`src/rtl/id_ex_stage_if.sv`:
```
// id_ex_stage_if: ID/EX stage bus; ID_EX_STAT_EN adds the stall/flush statistics counters.
interface id_ex_stage_if #(parameter int XLEN = 32, parameter int REG_AW = 5);
  logic              stall_i, flush_i, valid_i, pred_taken_i;
  logic [31:0]       instr_i;
  logic [XLEN-1:0]   pc_i, rs1_data_i, rs2_data_i, imm_i;
  logic              valid_o, pred_taken_o, illegal_o;
  logic [XLEN-1:0]   pc_o, alu_in0_o, alu_in1_o, rs2_data_o;
  logic [2:0]        alu_op_o;
  logic [REG_AW-1:0] rs1_addr_o, rs2_addr_o, rd_addr_o;
  logic              reg_write_o, mem_read_o, mem_write_o, mem_to_reg_o, branch_o;
`ifdef ID_EX_STAT_EN
  logic [31:0]       stall_cnt_o, flush_cnt_o;
`endif
  modport master (
    output stall_i, flush_i, valid_i, pred_taken_i, instr_i, pc_i, rs1_data_i, rs2_data_i, imm_i,
    input  valid_o, pred_taken_o, illegal_o, pc_o, alu_in0_o, alu_in1_o, rs2_data_o, alu_op_o,
           rs1_addr_o, rs2_addr_o, rd_addr_o, reg_write_o, mem_read_o, mem_write_o, mem_to_reg_o, branch_o
`ifdef ID_EX_STAT_EN
    , input stall_cnt_o, flush_cnt_o
`endif
  );
  modport slave (
    input  stall_i, flush_i, valid_i, pred_taken_i, instr_i, pc_i, rs1_data_i, rs2_data_i, imm_i,
    output valid_o, pred_taken_o, illegal_o, pc_o, alu_in0_o, alu_in1_o, rs2_data_o, alu_op_o,
           rs1_addr_o, rs2_addr_o, rd_addr_o, reg_write_o, mem_read_o, mem_write_o, mem_to_reg_o, branch_o
`ifdef ID_EX_STAT_EN
    , output stall_cnt_o, flush_cnt_o
`endif
  );
endinterface

```
`src/rtl/id_ex_stage.sv`:
```
// id_ex_stage: RV32 ID/EX pipeline register with decode, stall hold and flush bubble; ID_EX_STAT_EN adds counters.
module id_ex_stage #(
  parameter int XLEN   = 32,
  parameter int REG_AW = 5
) (
  input logic          clk_i,
  input logic          rst_i,
  id_ex_stage_if.slave bus
);
  typedef struct packed {
    logic              valid;
    logic [XLEN-1:0]   pc, rs1, rs2, imm;
    logic [2:0]        op;
    logic [REG_AW-1:0] a1, a2, rd;
    logic              src, rw, mr, mw, m2r, br, pt, ill;
  } ex_t;
  ex_t q, dec, bub;
  logic [6:0] op7, f7;
  logic [2:0] f3;
  logic [8:0] dc;
  logic       ill;
  assign op7 = bus.instr_i[6:0];
  assign f3  = bus.instr_i[14:12];
  assign f7  = bus.instr_i[31:25];
  // dc = {alu_op, alu_src, reg_write, mem_read, mem_write, mem_to_reg, branch}
  always_comb begin
    ill = 1'b0;
    casez ({f7, f3, op7})
      17'b0000000_000_0110011: dc = {3'b000, 6'b010000};
      17'b0100000_000_0110011: dc = {3'b001, 6'b010000};
      17'b0000001_000_0110011: dc = {3'b010, 6'b010000};
      17'b0000000_111_0110011: dc = {3'b100, 6'b010000};
      17'b0000000_100_0110011: dc = {3'b101, 6'b010000};
      17'b0000000_001_0110011: dc = {3'b110, 6'b010000};
      17'b???????_000_0010011: dc = {3'b000, 6'b110000};
      17'b0100000_101_0010011: dc = {3'b111, 6'b110000};
      17'b???????_010_0000011: dc = {3'b000, 6'b111010};
      17'b???????_010_0100011: dc = {3'b000, 6'b100100};
      17'b???????_000_1100011: dc = {3'b001, 6'b000001};
      default: begin
        dc  = {3'b011, 6'b000000};
        ill = 1'b1;
      end
    endcase
  end
  always_comb begin
    bub    = '0;
    bub.op = 3'b011;
    dec    = '0;
    dec.valid = 1'b1;
    dec.pc    = bus.pc_i;
    dec.rs1   = bus.rs1_data_i;
    dec.rs2   = bus.rs2_data_i;
    dec.imm   = bus.imm_i;
    dec.a1    = REG_AW'(bus.instr_i[19:15]);
    dec.a2    = REG_AW'(bus.instr_i[24:20]);
    dec.rd    = REG_AW'(bus.instr_i[11:7]);
    {dec.op, dec.src, dec.rw, dec.mr, dec.mw, dec.m2r, dec.br} = dc;
    dec.pt    = bus.pred_taken_i;
    dec.ill   = ill;
  end
  always_ff @(posedge clk_i)
    if (rst_i || bus.flush_i) q <= bub;
    else if (!bus.stall_i)    q <= bus.valid_i ? dec : bub;
  assign bus.valid_o      = q.valid;
  assign bus.pc_o         = q.pc;
  assign bus.alu_op_o     = q.op;
  assign bus.alu_in0_o    = q.rs1;
  assign bus.alu_in1_o    = q.src ? q.imm : q.rs2;
  assign bus.rs2_data_o   = q.rs2;
  assign bus.rs1_addr_o   = q.a1;
  assign bus.rs2_addr_o   = q.a2;
  assign bus.rd_addr_o    = q.rd;
  assign bus.reg_write_o  = q.rw;
  assign bus.mem_read_o   = q.mr;
  assign bus.mem_write_o  = q.mw;
  assign bus.mem_to_reg_o = q.m2r;
  assign bus.branch_o     = q.br;
  assign bus.pred_taken_o = q.pt;
  assign bus.illegal_o    = q.ill;
`ifdef ID_EX_STAT_EN
  logic [31:0] stall_cnt, flush_cnt;
  // Both counters stick at all-ones rather than wrapping
  always_ff @(posedge clk_i)
    if (rst_i) begin
      stall_cnt <= '0;
      flush_cnt <= '0;
    end else begin
      if (bus.flush_i && ~&flush_cnt)                  flush_cnt <= flush_cnt + 32'd1;
      if (bus.stall_i && !bus.flush_i && ~&stall_cnt) stall_cnt <= stall_cnt + 32'd1;
    end
  assign bus.stall_cnt_o = stall_cnt;
  assign bus.flush_cnt_o = flush_cnt;
`endif
endmodule

```
`src/flat_wrapper.sv`:
```
// flat-port wrapper written by rule: the top's interface ports become plain ports
module id_ex_stage_flat 
#(
  parameter int XLEN   = 32,
  parameter int REG_AW = 5
)
  (clk_i, rst_i, bus_stall_i, bus_flush_i, bus_valid_i, bus_pred_taken_i, bus_instr_i, bus_pc_i, bus_rs1_data_i, bus_rs2_data_i, bus_imm_i, bus_valid_o, bus_pred_taken_o, bus_illegal_o, bus_pc_o, bus_alu_in0_o, bus_alu_in1_o, bus_rs2_data_o, bus_alu_op_o, bus_rs1_addr_o, bus_rs2_addr_o, bus_rd_addr_o, bus_reg_write_o, bus_mem_read_o, bus_mem_write_o, bus_mem_to_reg_o, bus_branch_o);
  id_ex_stage_if #(.XLEN(XLEN), .REG_AW(REG_AW)) bus_i ();
  input logic clk_i;
  input logic rst_i;
  input wire logic [$bits(bus_i.stall_i)-1:0] bus_stall_i;
  input wire logic [$bits(bus_i.flush_i)-1:0] bus_flush_i;
  input wire logic [$bits(bus_i.valid_i)-1:0] bus_valid_i;
  input wire logic [$bits(bus_i.pred_taken_i)-1:0] bus_pred_taken_i;
  input wire logic [$bits(bus_i.instr_i)-1:0] bus_instr_i;
  input wire logic [$bits(bus_i.pc_i)-1:0] bus_pc_i;
  input wire logic [$bits(bus_i.rs1_data_i)-1:0] bus_rs1_data_i;
  input wire logic [$bits(bus_i.rs2_data_i)-1:0] bus_rs2_data_i;
  input wire logic [$bits(bus_i.imm_i)-1:0] bus_imm_i;
  output wire logic [$bits(bus_i.valid_o)-1:0] bus_valid_o;
  output wire logic [$bits(bus_i.pred_taken_o)-1:0] bus_pred_taken_o;
  output wire logic [$bits(bus_i.illegal_o)-1:0] bus_illegal_o;
  output wire logic [$bits(bus_i.pc_o)-1:0] bus_pc_o;
  output wire logic [$bits(bus_i.alu_in0_o)-1:0] bus_alu_in0_o;
  output wire logic [$bits(bus_i.alu_in1_o)-1:0] bus_alu_in1_o;
  output wire logic [$bits(bus_i.rs2_data_o)-1:0] bus_rs2_data_o;
  output wire logic [$bits(bus_i.alu_op_o)-1:0] bus_alu_op_o;
  output wire logic [$bits(bus_i.rs1_addr_o)-1:0] bus_rs1_addr_o;
  output wire logic [$bits(bus_i.rs2_addr_o)-1:0] bus_rs2_addr_o;
  output wire logic [$bits(bus_i.rd_addr_o)-1:0] bus_rd_addr_o;
  output wire logic [$bits(bus_i.reg_write_o)-1:0] bus_reg_write_o;
  output wire logic [$bits(bus_i.mem_read_o)-1:0] bus_mem_read_o;
  output wire logic [$bits(bus_i.mem_write_o)-1:0] bus_mem_write_o;
  output wire logic [$bits(bus_i.mem_to_reg_o)-1:0] bus_mem_to_reg_o;
  output wire logic [$bits(bus_i.branch_o)-1:0] bus_branch_o;
  assign bus_i.stall_i = bus_stall_i;
  assign bus_i.flush_i = bus_flush_i;
  assign bus_i.valid_i = bus_valid_i;
  assign bus_i.pred_taken_i = bus_pred_taken_i;
  assign bus_i.instr_i = bus_instr_i;
  assign bus_i.pc_i = bus_pc_i;
  assign bus_i.rs1_data_i = bus_rs1_data_i;
  assign bus_i.rs2_data_i = bus_rs2_data_i;
  assign bus_i.imm_i = bus_imm_i;
  assign bus_valid_o = bus_i.valid_o;
  assign bus_pred_taken_o = bus_i.pred_taken_o;
  assign bus_illegal_o = bus_i.illegal_o;
  assign bus_pc_o = bus_i.pc_o;
  assign bus_alu_in0_o = bus_i.alu_in0_o;
  assign bus_alu_in1_o = bus_i.alu_in1_o;
  assign bus_rs2_data_o = bus_i.rs2_data_o;
  assign bus_alu_op_o = bus_i.alu_op_o;
  assign bus_rs1_addr_o = bus_i.rs1_addr_o;
  assign bus_rs2_addr_o = bus_i.rs2_addr_o;
  assign bus_rd_addr_o = bus_i.rd_addr_o;
  assign bus_reg_write_o = bus_i.reg_write_o;
  assign bus_mem_read_o = bus_i.mem_read_o;
  assign bus_mem_write_o = bus_i.mem_write_o;
  assign bus_mem_to_reg_o = bus_i.mem_to_reg_o;
  assign bus_branch_o = bus_i.branch_o;
  id_ex_stage #(.XLEN(XLEN), .REG_AW(REG_AW)) u_core (.clk_i(clk_i), .rst_i(rst_i), .bus(bus_i));
endmodule
```
`config.mk`:
```
export PLATFORM = sky130hd
export DESIGN_NAME = id_ex_stage_flat
export DESIGN_NICKNAME = d
export VERILOG_FILES = /design/src/rtl/id_ex_stage_if.sv /design/src/rtl/id_ex_stage.sv /design/src/flat_wrapper.sv
export SDC_FILE = /design/constraint.sdc
export NUM_CORES = 1
export LEC_CHECK = 0
export CAP_MARGIN = 10
export CORE_ASPECT_RATIO = 0.9
export CORE_MARGIN = 2
export CORE_UTILIZATION = 25
export DETAILED_ROUTE_END_ITERATION = 7
export PLACE_DENSITY_LB_ADDON = 0.15
export RECOVER_POWER = 100
export SLEW_MARGIN = 0
export SYNTH_ARGS = -nofsm -noshare
export SYNTH_HDL_FRONTEND = slang
export SYNTH_SLANG_ARGS = --single-unit
```
`constraint.sdc`:
```
create_clock -name clk_i -period 1.8 [get_ports clk_i]
set_input_delay 0.27 -clock clk_i [delete_from_list [all_inputs] [get_ports clk_i]]
set_output_delay 0.27 -clock clk_i [all_outputs]
set_load 0.05 [all_outputs]
```
### Yosys cells after proc, flatten, opt, wreduce, memory -nomap -nowiden

Index checks and enable logic that the tools add are counted.

| storage, ports and cells | value |
|---|---|
| bits in registers | 155 |
| input bits | 166 |
| output and inout port bits | 154 |
| logic and storage cells | 34 |

| cells by class | value |
|---|---|
| eq/ne operators | 11 |
| multiplexer cells | 4 |
| reductions and logical operators | 2 |

Operators with widths:

| cell | number |
|---|---|
| 155-bit two-way mux | 1 |
| 9-bit case mux with 11 select lines | 1 |
| 17-bit by 10-bit == test with 1-bit output (second input constant) | 2 |
| 17-bit by 16-bit == test with 1-bit output (second input constant) | 2 |
| 32-bit two-way mux | 1 |
| 10-bit by 9-bit == test with 1-bit output (second input constant) | 2 |
| 17-bit by 11-bit == test with 1-bit output (second input constant) | 1 |
| 17-bit by 6-bit == test with 1-bit output (second input constant) | 1 |
| 17-bit by 8-bit == test with 1-bit output (second input constant) | 1 |
| 11-bit OR reduction | 1 |
| 10-bit by 5-bit == test with 1-bit output (second input constant) | 1 |
| 10-bit by 7-bit == test with 1-bit output (second input constant) | 1 |
| 1-bit logical OR | 1 |
| 1-bit two-way mux | 1 |

### Logic depth before layout (Yosys ltp)

Gate-level depths: netlist of the first run.

| depth | value |
|---|---|
| word-level depth | 4 |
| depth in mapped cells | 7 |
| depth with buffers taken out | 6 |

### Worst setup path after synthesis of the first run

OpenSTA, ideal clock, no wires.

| timing path | value |
|---|---|
| path kind | input to register |
| start | input port bus_instr_i[31] |
| end | register u_core.q, in the netlist u_core.bus.alu_op_o[1] |
| setup time | 0.122 ns |
| data arrival time | 1.745 ns |
| slack | -0.067 ns |
| stages on the path | 5 |
| path buffers | 0 |
| cells stage by stage | or4b_4 > nor4_4 > a31oi_1 > and3_4 > o32a_1 |

| on the way | value |
|---|---|
| longest elaborated chain between the ends | 3 |

RTL lines:

| what | RTL line | text |
|---|---|---|
| start: declaration | flat_wrapper.sv:15 | `input wire logic [$bits(bus_i.instr_i)-1:0] bus_instr_i;` |
| 17-bit by 16-bit == test with 1-bit output, or another cell as far along | id_ex_stage.sv:28 | `casez ({f7, f3, op7})` |
| 9-bit case mux with 11 select lines (*) | id_ex_stage.sv:28 |  |
| 155-bit two-way mux (*) | id_ex_stage.sv:64 | `else if (!bus.stall_i) q <= bus.valid_i ? dec : bub;` |
| end signal: assignment | id_ex_stage.sv:63 | `if (rst_i \|\| bus.flush_i) q <= bub;` |
| end signal: assignment | id_ex_stage.sv:64 |  |
| end: declaration | id_ex_stage.sv:17 | `ex_t q, dec, bub;` |

Mark *: on every way between the ends. The rest lies on a longest branch, timed or not.
A chain may end at the register's enable or synchronous reset.

### Worst setup path in the final report of the first run

| timing path | value |
|---|---|
| start | register u_core.q[7] in the netlist's numbering |
| end | output port bus_alu_in1_o[6] |

| on the way | value |
|---|---|
| longest elaborated chain between the ends | 1 |

RTL lines:

| what | RTL line | text |
|---|---|---|
| 32-bit two-way mux | id_ex_stage.sv:69 | `assign bus.alu_in1_o = q.src ? q.imm : q.rs2;` |
| end: declaration | flat_wrapper.sv:25 | `output wire logic [$bits(bus_i.alu_in1_o)-1:0] bus_alu_in1_o;` |

No other way between the ends.

==> summary.md, run 1 <==
The total of max-cap violations was 0. The first global-routing pass estimated 32,100 µm of wire. Together, buffers and inverters on the worst path number 3. The critical path goes through buf_4 > buf_12 > mux2_4 > buf_6. Per report_power, the combinational group accounts for 13.8% of the total. Global routing finished with a remaining overflow of 0. Counting flops with a built-in enable in the synthesized netlist gives 0. 320 I/O pins were placed. The path class of the tightest hold or removal check is in2reg.

Port buffering added 319 buffers. Worst max-slew margin expressed relative to the limit: 43.8%. The logs give 76 for the maximum number of pins on one net before global-route repair and -538 ps for the post-placement worst setup slack. Clock tree synthesis found a total of 154 sinks. Category of cells accounting for the largest share of critical-path delay: buffers and inverters. Root buffer cell: clkbuf_16. The tools report the total inserted antenna cells as 0.

The vertical extent of the die came out at 158 µm. From left edge to right edge, the die measures 175 µm. Counting every net in the synthesized netlist gives 881. The clock skew after layout was 0 ps; the iteration count of the initial detailed-routing pass was 4. The gate count after technology mapping came out at 715.

For the worst-skew pair, the clock arrives at the later sink with an insertion delay of 420 ps. The smallest clock period supported by the final layout is computed as 1830 ps. The synthesized netlist contains 41 unique library cells. The tools report the number of global-route vias before repair as 5,620.

For the initial antenna violation count, the log shows 0. The core box area is 0.0260 mm². The tools report the count of final hold-check violations as 0. The post-synthesis sequential element count was 154; the number of H-tree branching levels was 4.

The tools report the summed instance area of the synthesized netlist as 0.00658 mm². The endpoint type of the worst setup path is an output port. Total clock buffers created by CTS: 17.

IR analysis of the VDD net gives a maximum drop of 0.464 mV. The detail-routed via count per cell came out at 4.38. After synthesis, the mean cell area works out to 9.20 µm².

After clock tree synthesis, the clock-pin slew on the worst setup and hold paths is 60 ps. After detailed placement, the total cell area comes to 0.00942 mm². The clock network is responsible for 43.8% of the overall power.

The post-layout worst setup margin was -25.7 ps. TritonCTS built the clock tree. Cell area power density: 818 mW/mm².

The area growth from synthesis to layout is 53.7%. STA puts the critical path data required time at 1530 ps. The maximum clock rate came out at 548 MHz. The critical-path cell with the highest stage delay is dfxtp_4. The final reports fail on setup timing.

The routed layout has 5,672 vias. The largest single stage delay on the critical path is 390 ps. Setup repair after global routing could not meet its margin everywhere. The DRC violation total after the first TritonRoute iteration was 274; the all-layer global routing usage was 15.0%. The total negative slack for setup checks is -302 ps.

Of the synthesized area, sequential elements account for 46.9%. Internal power comes to 6.02 mW. The initial utilization of the core area, before any placement, comes to 25.3%. Wire length per cell after detailed routing: 16.6 µm. The switching part of the total was 27.2%. Yosys printed 0 warnings. After clock tree synthesis, the flow added hold-fix buffers numbering 0.

The number of nets still failing antenna checks after routing came out at 0. The run gives 1,101 as the net count reported at finish. Startpoint kind of the worst setup timing path: a flip-flop. The switching power came out at 2.25 mW.

Of the available clock period, the critical path in the final layout requires 101%. The initialized floorplan defines 56 standard-cell rows. The logs give 1560 ps for the data arrival time of the critical path and 0.0101 mm² for the cell area after layout.

The worst setup path is of the reg2out kind. The tools report the deepest clock path buffer count as 2. For this run, design rule violations remaining after detail routing come to 0. For the pin with the worst max-slew slack, the measured transition is 842 ps. In this run the static leakage power is 4.08 nW.

The wire length reported by the detailed router was 21,500 µm; the setup violation total in the final timing report was 21. Of the cells placed in the final design, the portion with a size suffix greater than 1 is 17.3%. Once detailed placement completed, the half-perimeter wirelength came to 14,300 µm. Share of flip-flops with an asynchronous set or reset: 0%.

Largest fanout of any net on the critical path: 5. Commonest register cell after synthesis: dfxtp_1. The flow ran to the end, but the final reports show violations. In this run, flip-flops and latches consume 42.4% of the power. The die covers 0.0276 mm². For the global placer's final weighted congestion, the log shows 0.802.

For the count of pins over their slew limit, the log shows 0.
layer usage:
metal  vias up  wire length (µm)  GRT usage (%)
met4         0               314           3.97
li1       2831                 -              -
met2       219              9920           24.5
met1      2607              9510           18.4
met5         -                 0              0
met3        15              1780           5.86
synthesized netlist by cell type (2+ instances only):
library cell    n  area (µm²)
nor2_1        155         582
dfxtp_1       154        3080
a22oi_1       144        1080
buf_4         115         863
clkbuf_1       49         184
mux2_2         32         360
nand2_1        12        45.0
a21oi_1         7        35.0
buf_1           6        22.5
inv_1           4        15.0
nor3_1          3        15.0
a32o_1          2        20.0
nand3_1         2        10.0
nor4_1          2        12.5
o21ai_0         2        10.0
worst register-to-register path, delay by kind of cell (launching register included):
| family | cells | cell delay (ps) |
|---|---|---|
| compound gates | 1 | 130 |
| buf+inv | 3 | 430 |
| flops | 1 | 370 |
| simple gates | 1 | 50 |
worst paths after layout:
kind,startpoint,end,slack [ps],cells after the start
setup / recovery,u_core.q[7],bus_alu_in1_o[6],-30,4
hold / removal,bus_stall_i,u_core.bus.valid_o,230,3
setup reg to reg,u_core.q[7],u_core.q[7],680,5
hold reg to reg,u_core.bus.branch_o,u_core.bus.branch_o,470,2
power groups by stage:
stage	clock, mW	combinational, mW	sequential [mW]
3_3_place_gp	0	1.19	3.59
6_report	3.62	1.14	3.51
5_1_grt	3.90	1.22	3.51
2_1_floorplan	0	0.598	3.58
4_1_cts	3.77	1.19	3.51
3_5_place_dp	0	1.19	3.59
logic make-up (layout without fill, tap and decap cells):
group,Yosys count,in the layout,synth area share [%]
buffers and inverters,175,408,16.6
muxes,33,33,5.63
xor gates and xnor gates,1,1,0.133
DFF,154,154,46.9
AOI/OAI and AO/OA,163,163,18.5
and+or+nand+nor,189,189,12.3
cells in the final DEF, fill, tap and decap left out, types with 2 or more instances in the layout:
cell and instances:
clkdlybuf4s50_1 156, nor2_1 154, dfxtp_1 153, a22oi_1 144, dlygate4sd2_1 72, clkbuf_1 52
buf_4 32, mux2_4 26, buf_8 25, clkbuf_16 17, nand2_1 12, buf_6 9
buf_12 8, a21oi_1 7, inv_6 7, mux2_2 6, clkbuf_2 6, inv_1 4
dlymetal6s2s_1 4, clkbuf_4 4, nor3_1 3, clkinvlp_4 3, buf_16 3, o21ai_0 2
and3_1 2, nand3_1 2, a32o_1 2, inv_8 2
final cells by class:
class                      count  area [µm²]
inverter                       4        15.0
clock buffer                  18         439
fill                        2719       15900
tap                          348         435
clock inverter                14         145
timing repair buffer         372        3460
multi-input combinational    386        2530
sequential                   154        3090
stage by stage:
stage	hold slack [ps]	power (mW)	util, %	instances
after floorplan	414	4.18	-	715
after global placement	452	4.78	36.2	1254
after detailed placement	463	4.78	36.2	1254
after CTS	199	8.47	39.5	1295
after global routing	207	8.64	38.9	1296
final	228	8.27	38.9	1296
registers in the layout (all words and copies together) (netlist names), 3 cells and up:
register and flops:
u_core.bus.alu_in0_o 32, u_core.bus.alu_op_o 3, u_core.bus.pc_o 32, u_core.bus.rd_addr_o 5, u_core.bus.rs1_addr_o 5, u_core.bus.rs2_addr_o 5, u_core.bus.rs2_data_o 32, u_core.q 33
timing repair:
action / 4_1_cts / 5_1_grt
setup buffers: 5 / 2
gates cloned: 4 / 0
setup endpoints to repair: 105 / 36
resized for setup: 128 / 42
pin swaps: 7 / 8
Power figures use the tool's default switching activity.
==> inputs of run 2 (changes only) <==
ABC_CLOCK_PERIOD_IN_PS = 1800   (was unset)
==> results of run 2 <==
No change in the layout: final DEF, timing and power equal those of run 1.
